$ cat config.mk
export PLATFORM = sky130hd
export DESIGN_NAME = seg_scan_ctrl
export DESIGN_NICKNAME = d
export VERILOG_FILES = /design/src/rtl/seg_scan_ctrl.sv
export SDC_FILE = /design/constraint.sdc
export NUM_CORES = 1
export LEC_CHECK = 0
export BUFFER_PORTS_ARGS = -buffer_cell sky130_fd_sc_hd__buf_2
export CAP_MARGIN = 40
export CORE_ASPECT_RATIO = 0.5
export CORE_MARGIN = 4
export CORE_UTILIZATION = 35
export DETAILED_ROUTE_END_ITERATION = 12
export SLEW_MARGIN = 20
export SYNTH_ARGS = -nofsm -noshare
export SYNTH_HDL_FRONTEND = slang
export SYNTH_SLANG_ARGS = --single-unit
$ cat constraint.sdc
create_clock -name clk -period 2.4 [get_ports clk]
set_input_delay 0.48 -clock clk [delete_from_list [all_inputs] [get_ports clk]]
set_output_delay 0.48 -clock clk [all_outputs]
set_load 0.005 [all_outputs]
$ cat src/rtl/seg_scan_ctrl.sv
`default_nettype none
// ============================================================================
// Module      : seg_scan_ctrl
// Description : Time-multiplexed scan controller for a common-anode,
//               multi-digit 7-segment display. One shared BCD decoder is fed
//               one digit at a time, with a blanking gap between digit slots.
//               New values are double-buffered and committed only at frame
//               boundaries. Leading zeros can optionally be suppressed.
//
// Ports       : clk        - system clock, rising edge
//               rst        - asynchronous active-high reset
//               digits_in  - new display value, nibble i = digit i (0 = LSD)
//               load       - capture digits_in into the pending buffer
//               lzb_en     - leading-zero blanking enable (sampled each cycle)
//               bcd        - nibble for the shared decoder (registered)
//               an         - active-low anode enables, at most one low
//               pending    - a captured value is waiting for frame commit
//               frame_done - one-cycle pulse at the frame boundary / commit
//
// Revision    : 1.0 - initial release
// ============================================================================
module seg_scan_ctrl #(
    parameter int NUM_DIGITS = 4,
    parameter int DWELL      = 50000,
    parameter int BLANK      = 16
) (
    input  logic                      clk,
    input  logic                      rst,
    input  logic [4*NUM_DIGITS-1:0]   digits_in,
    input  logic                      load,
    input  logic                      lzb_en,
    output logic [3:0]                bcd,
    output logic [NUM_DIGITS-1:0]     an,
    output logic                      pending,
    output logic                      frame_done
);

    localparam int c_CNT_MAX = (DWELL > BLANK) ? DWELL : BLANK;
    localparam int c_CNT_W   = $clog2(c_CNT_MAX + 1);
    localparam int c_IDX_W   = $clog2(NUM_DIGITS);

    localparam logic [c_CNT_W-1:0] c_BLANK_END = c_CNT_W'(BLANK - 1);
    localparam logic [c_CNT_W-1:0] c_DWELL_END = c_CNT_W'(DWELL - 1);
    localparam logic [c_IDX_W-1:0] c_LAST_IDX  = c_IDX_W'(NUM_DIGITS - 1);

    typedef enum logic [0:0] {
        S_BLANK = 1'b0,
        S_SHOW  = 1'b1
    } state_t;

    // Registered state
    state_t                    r_state;
    logic [c_IDX_W-1:0]        r_idx;
    logic [c_CNT_W-1:0]        r_cnt;
    logic [4*NUM_DIGITS-1:0]   r_disp;
    logic [4*NUM_DIGITS-1:0]   r_buf;
    logic                      r_pending;
    logic [3:0]                r_bcd;
    logic [NUM_DIGITS-1:0]     r_an;
    logic                      r_frame_done;

    // Next-state values
    state_t                    w_state_nxt;
    logic [c_IDX_W-1:0]        w_idx_nxt;
    logic [c_CNT_W-1:0]        w_cnt_nxt;
    logic                      w_boundary;
    logic [4*NUM_DIGITS-1:0]   w_disp_nxt;
    logic [4*NUM_DIGITS-1:0]   w_buf_nxt;
    logic                      w_pending_nxt;
    logic [3:0]                w_bcd_nxt;
    logic [NUM_DIGITS-1:0]     w_an_nxt;
    logic [NUM_DIGITS-1:0]     w_lit;
    logic                      w_acc;

    // ------------------------------------------------------------------
    // State register
    // ------------------------------------------------------------------
    always_ff @(posedge clk or posedge rst) begin
        if (rst) begin
            r_state      <= S_BLANK;
            r_idx        <= '0;
            r_cnt        <= '0;
            r_disp       <= '0;
            r_buf        <= '0;
            r_pending    <= 1'b0;
            r_bcd        <= 4'h0;
            r_an         <= '1;
            r_frame_done <= 1'b0;
        end else begin
            r_state      <= w_state_nxt;
            r_idx        <= w_idx_nxt;
            r_cnt        <= w_cnt_nxt;
            r_disp       <= w_disp_nxt;
            r_buf        <= w_buf_nxt;
            r_pending    <= w_pending_nxt;
            r_bcd        <= w_bcd_nxt;
            r_an         <= w_an_nxt;
            r_frame_done <= w_boundary;
        end
    end

    // ------------------------------------------------------------------
    // Scan sequencing and double-buffer control
    // ------------------------------------------------------------------
    always_comb begin
        w_state_nxt = r_state;
        w_idx_nxt   = r_idx;
        w_cnt_nxt   = r_cnt + 1'b1;
        w_boundary  = 1'b0;

        case (r_state)
            S_BLANK: begin
                if (r_cnt == c_BLANK_END) begin
                    w_state_nxt = S_SHOW;
                    w_cnt_nxt   = '0;
                end
            end
            S_SHOW: begin
                if (r_cnt == c_DWELL_END) begin
                    w_state_nxt = S_BLANK;
                    w_cnt_nxt   = '0;
                    if (r_idx == c_LAST_IDX) begin
                        w_idx_nxt  = '0;
                        w_boundary = 1'b1;
                    end else begin
                        w_idx_nxt = r_idx + 1'b1;
                    end
                end
            end
            default: begin
                w_state_nxt = S_BLANK;
                w_idx_nxt   = '0;
                w_cnt_nxt   = '0;
            end
        endcase

        // The commit reads the buffer as it stood before this cycle, so a
        // load coinciding with the boundary is held over to the next frame.
        w_disp_nxt    = (w_boundary && r_pending) ? r_buf : r_disp;
        w_buf_nxt     = load ? digits_in : r_buf;
        w_pending_nxt = load | (r_pending & ~w_boundary);
    end

    // ------------------------------------------------------------------
    // Leading-zero suppression: walk from the most significant digit down,
    // accumulating whether any nibble at or above the current one is nonzero.
    // ------------------------------------------------------------------
    always_comb begin
        w_acc = 1'b0;
        w_lit = '0;
        for (int i = NUM_DIGITS - 1; i >= 0; i--) begin
            w_acc    = w_acc | (|w_disp_nxt[4*i +: 4]);
            w_lit[i] = (i == 0) || !lzb_en || w_acc;
        end
    end

    // ------------------------------------------------------------------
    // Output look-ahead: outputs are computed from the next state so the
    // registered bcd/an line up with the state register. bcd follows the
    // slot digit in both BLANK and SHOW so it settles before the anode opens.
    // ------------------------------------------------------------------
    always_comb begin
        w_bcd_nxt = w_disp_nxt[4*w_idx_nxt +: 4];
        w_an_nxt  = '1;
        if ((w_state_nxt == S_SHOW) && w_lit[w_idx_nxt]) begin
            w_an_nxt[w_idx_nxt] = 1'b0;
        end
    end

    assign bcd        = r_bcd;
    assign an         = r_an;
    assign pending    = r_pending;
    assign frame_done = r_frame_done;

endmodule
`default_nettype wire

==> Flow_metrics.wiki <==
{| class="wikitable"
! Metric !! Value
|-
| Outcome || completed
|-
| Fraction of layout cells with a size suffix above 1 || 0.3358
|-
| Hold bufs inserted after CTS || 0
|-
| Total routing usage reported by global routing || 0.1186
|-
| Number of instances in the synthesized netlist || approximately 220
|-
| Vias in the first global route || 1861
|-
| Switching Power || between 400 and 500 uW
|-
| 1st-pass router iterations || 4
|-
| Share of total power consumed by net switching || 0.1937
|-
| Row count || 22
|-
| Met2 track utilization from global routing || 0.1931
|-
| Leak pwr || 1.638 nW
|-
| Sequential-to-total area share from yosys stat || 0.5646
|-
| Worst setup path category || reg -> reg
|-
| Top cell type's share of synthesized area || 0.5258
|-
| Cell with the biggest individual delay on the critical path || mux2_4
|-
| Min cycle time layout || 2.197 ns
|-
| Setup tns final || 0 ns
|-
| Net count after synthesis || around 250
|-
| Detailed Route WL || just over 5000 um
|-
| R2R Path End || bcd[0]
|-
| Final HPWL DP || 3665 um
|-
| Async SR Flop Fraction || 1.000
|-
| Worst Path Max Fanout || 11
|-
| Flop and latch count out of synthesis || 61
|-
| Aggregate global routing overflow || 0
|-
| Via count || roughly 1800
|-
| Number of buffer cells added on primary ports || 29
|-
| Diode count || 0
|-
| Predominant post-synthesis flop cell || dfrtp_1
|-
| Most used routing layer in global routing || met2
|-
| Area growth from synthesis to final layout || 22.19%
|-
| Starting utilization of the core area || 0.3650
|-
| Worst-case hold slack || between 0.2 and 0.3 ns
|-
| Average vias per placed instance || 4.857
|-
| Ordered cell list for the critical path || ha_1 > and3_1 > and3_2 > nand4_4 > mux2_4 > a22oi_1 > o221ai_1
|-
| Startpoint of the most critical register-to-register path || r_cnt[0]
|-
| Setup crit start kind || flip-flop
|-
| Clock root cell || clkbuf_16
|-
| Flop pwr share || 0.428
|-
| Worst R2R Path Depth || 7
|-
| Post-synthesis area per instance || 12.11 um2
|-
| Largest net degree at the start of global routing || 62
|-
| Setup violation total in the final timing report || 0
|-
| Core Area || about 0.0074 mm2
|-
| DRC || 0
|-
| Layout filler cell count || a little under 700
|-
| Internal power contribution || slightly above 2 mW
|-
| Antenna violations before repair || 0
|-
| Leading post-synthesis cells by cell area || dfrtp_1 53%, mux2_2 9.1%, nand2_1 4.6%
|-
| Met1 routing resource usage after global routing || 0.1422
|-
| Post-route fraction of the period consumed by the critical path || 0.9156
|-
| Most common cell in the netlist || dfrtp_1
|-
| Data required time of the critical path || 2.58 ns
|-
| Warnings, synthesis || 0
|-
| Worst Path Arrival || 2.38 ns
|-
| Post-route antenna net violation count || 0
|-
| P per Cell Area || 762.3 mW/mm2
|-
| Clock Sinks || 61
|-
| Clock latency reported for the late side of the worst-skew pair || 0.32 ns
|-
| CP max stage delay || 0.37 ns
|-
| Number of max-cap violations || 0
|-
| CTS max path bufs || 2
|-
| Combinational Power Share || 0.033
|-
| Met3 usage || 0.04532
|-
| Post-synthesis cell type count || 42
|-
| Maximum level of the CTS H-tree || 3
|-
| Number of endpoints with negative hold slack in the final report || 0
|-
| Wire length of the first global-routing pass || slightly below 9000 um
|-
| RePlAce Congestion || between 0.8 and 0.9
|-
| Pin slew with the least headroom to its limit || 0.4594 ns
|-
| Wire length per cell || 14.20 um
|-
| Die Span X || roughly 130 um
|-
| Final std cell area, no fill || between 0.003 and 0.004 mm2
|-
| Number of buffers added for setup after CTS || 0
|-
| Worst-case clock skew || roughly 0.0053 ns
|-
| Post-synth top area cell || dfrtp_1
|-
| Clock tree from TritonCTS || yes
|-
| Maximum clock rate || roughly 460 MHz
|-
| Worst slew margin relative to its limit || 0.6849
|-
| Maximum resistive drop on vdd || about 340 uV
|-
| Worst setup EP type || flip-flop
|-
| RSZ-0062 raised after global routing || no
|-
| Num ports || 30
|-
| Share of total power in the clock network || 0.539
|-
| Number of DRC markers after the initial detailed-route iteration || between 100 and 150
|-
| Die outline height || about 70 um
|-
| Resized cells post-CTS || 0
|-
| Die area || approximately 0.0093 mm2
|-
| Nets || between 200 and 300
|-
| Top post-synthesis cells by count || 57 x dfrtp_1, 33 x nand2_1, 22 x mux2_2
|-
| Count of flip-flops with a built-in enable after synthesis || 0
|-
| Final Power || 2.527 mW
|-
| Post-synthesis instance area || around 0.0027 mm2
|-
| TritonCTS Buffers || 9
|-
| Hold Crit Class || in -> async
|-
| Reg-to-reg slack, setup || roughly 0.20 ns
|-
| Total buffers and inverters traversed by the critical path || 0
|-
| Cell family with the largest share of critical-path delay || simple AND/OR/NAND/NOR gates
|-
| Clock edge transition at the registers on the reported setup and hold paths || 0.05 ns
|-
| Final slew viol count || 0
|-
| Post-place instance area || just under 0.003 mm2
|}
==> kinds of logic (layout without fill, tap and decap cells) <==
logic type               Yosys count  after routing  synth area share
XOR/XNOR                          14             14           0.04520
AO/OA/AOI/OAI                     18             18           0.05443
adder cells (fa/ha/maj)            2              2          0.009224
multiplexers                      37             37            0.1568
buffers and inverters             12             56           0.02490
flip-flops                        61             61            0.5646
AND/OR/NAND/NOR                   80             80            0.1448
==> power groups by stage <==
stage / Combinational [mW] / Sequential [mW] / Clock, mW
2_1_floorplan: 0.0540 / 1.09 / 0
3_3_place_gp: 0.0778 / 1.10 / 0
3_5_place_dp: 0.0809 / 1.10 / 0
4_1_cts: 0.0816 / 1.08 / 1.39
5_1_grt: 0.0952 / 1.08 / 1.43
6_report: 0.0842 / 1.08 / 1.36
==> layer usage <==
layer,share of wire,vias to the layer above
li1,-,864
met1,0.47,880
met2,0.49,19
met3,0.033,5
met4,0.011,0
met5,0,-
==> registers in the layout, indices dropped and copies added, names as in the netlist <==
name,cells
an,4
bcd,4
frame_done,1
pending,1
r_buf,16
r_cnt,16
r_disp,16
r_idx,2
r_state,1
==> worst max-delay path by stage <==
| stage | from | end | cells after the start |
|---|---|---|---|
| final | r_cnt[0] | bcd[0] | 7 |
| after floorplan | r_cnt[0] | bcd[1] | 10 |
| after detailed placement | r_cnt[0] | bcd[1] | 7 |
| after global routing | r_cnt[0] | bcd[2] | 7 |
| after CTS | r_cnt[0] | bcd[0] | 7 |
| after global placement | r_cnt[0] | bcd[1] | 7 |
==> layout make-up <==
type	count	area, um2	share of cell area
sequential	61	1531	0.4621
multi-input combinational	151	1115	0.3364
clock buffer	12	246.5	0.07437
timing repair buffer	35	210.2	0.06342
tap	96	120.1	0.03624
clock inverter	4	72.57	0.02190
inverter	5	18.77	0.005663
==> worst register-to-register path: cells and delay by family (launching register included) <==
| kind | cells | cell delay (ns) |
|---|---|---|
| flip-flops | 1 | 0.36 |
| multiplexers | 1 | 0.37 |
| AO/OA/AOI/OAI | 2 | 0.34 |
| adder cells (fa/ha/maj) | 1 | 0.18 |
| AND/OR/NAND/NOR | 3 | 0.81 |
==> per-stage QoR <==
stage          utilization  std cells  worst slack, ns
6_report            0.4460        364           0.2027
5_1_grt             0.4460        364          0.08227
4_1_cts             0.4421        363          0.09854
3_5_place_dp        0.3992        347           0.1128
3_3_place_gp        0.3992        347           0.1711
2_1_floorplan            -        224           0.3580
==> cell usage in the layout (no fill, tap or decap), types with 3 or more instances in the layout <==
master / count
mux2i_1: 9
dfrtp_1: 57
nand2_1: 33
dfstp_2: 4
xor2_1: 8
nor2_1: 12
a22oi_1: 3
nand3_1: 7
o221ai_1: 4
and3_1: 7
mux2_2: 22
xnor2_1: 6
nor2b_1: 3
buf_2: 29
buf_4: 5
clkbuf_16: 9
mux2_4: 4
nor4_1: 6
Power figures use the tool's default switching activity.
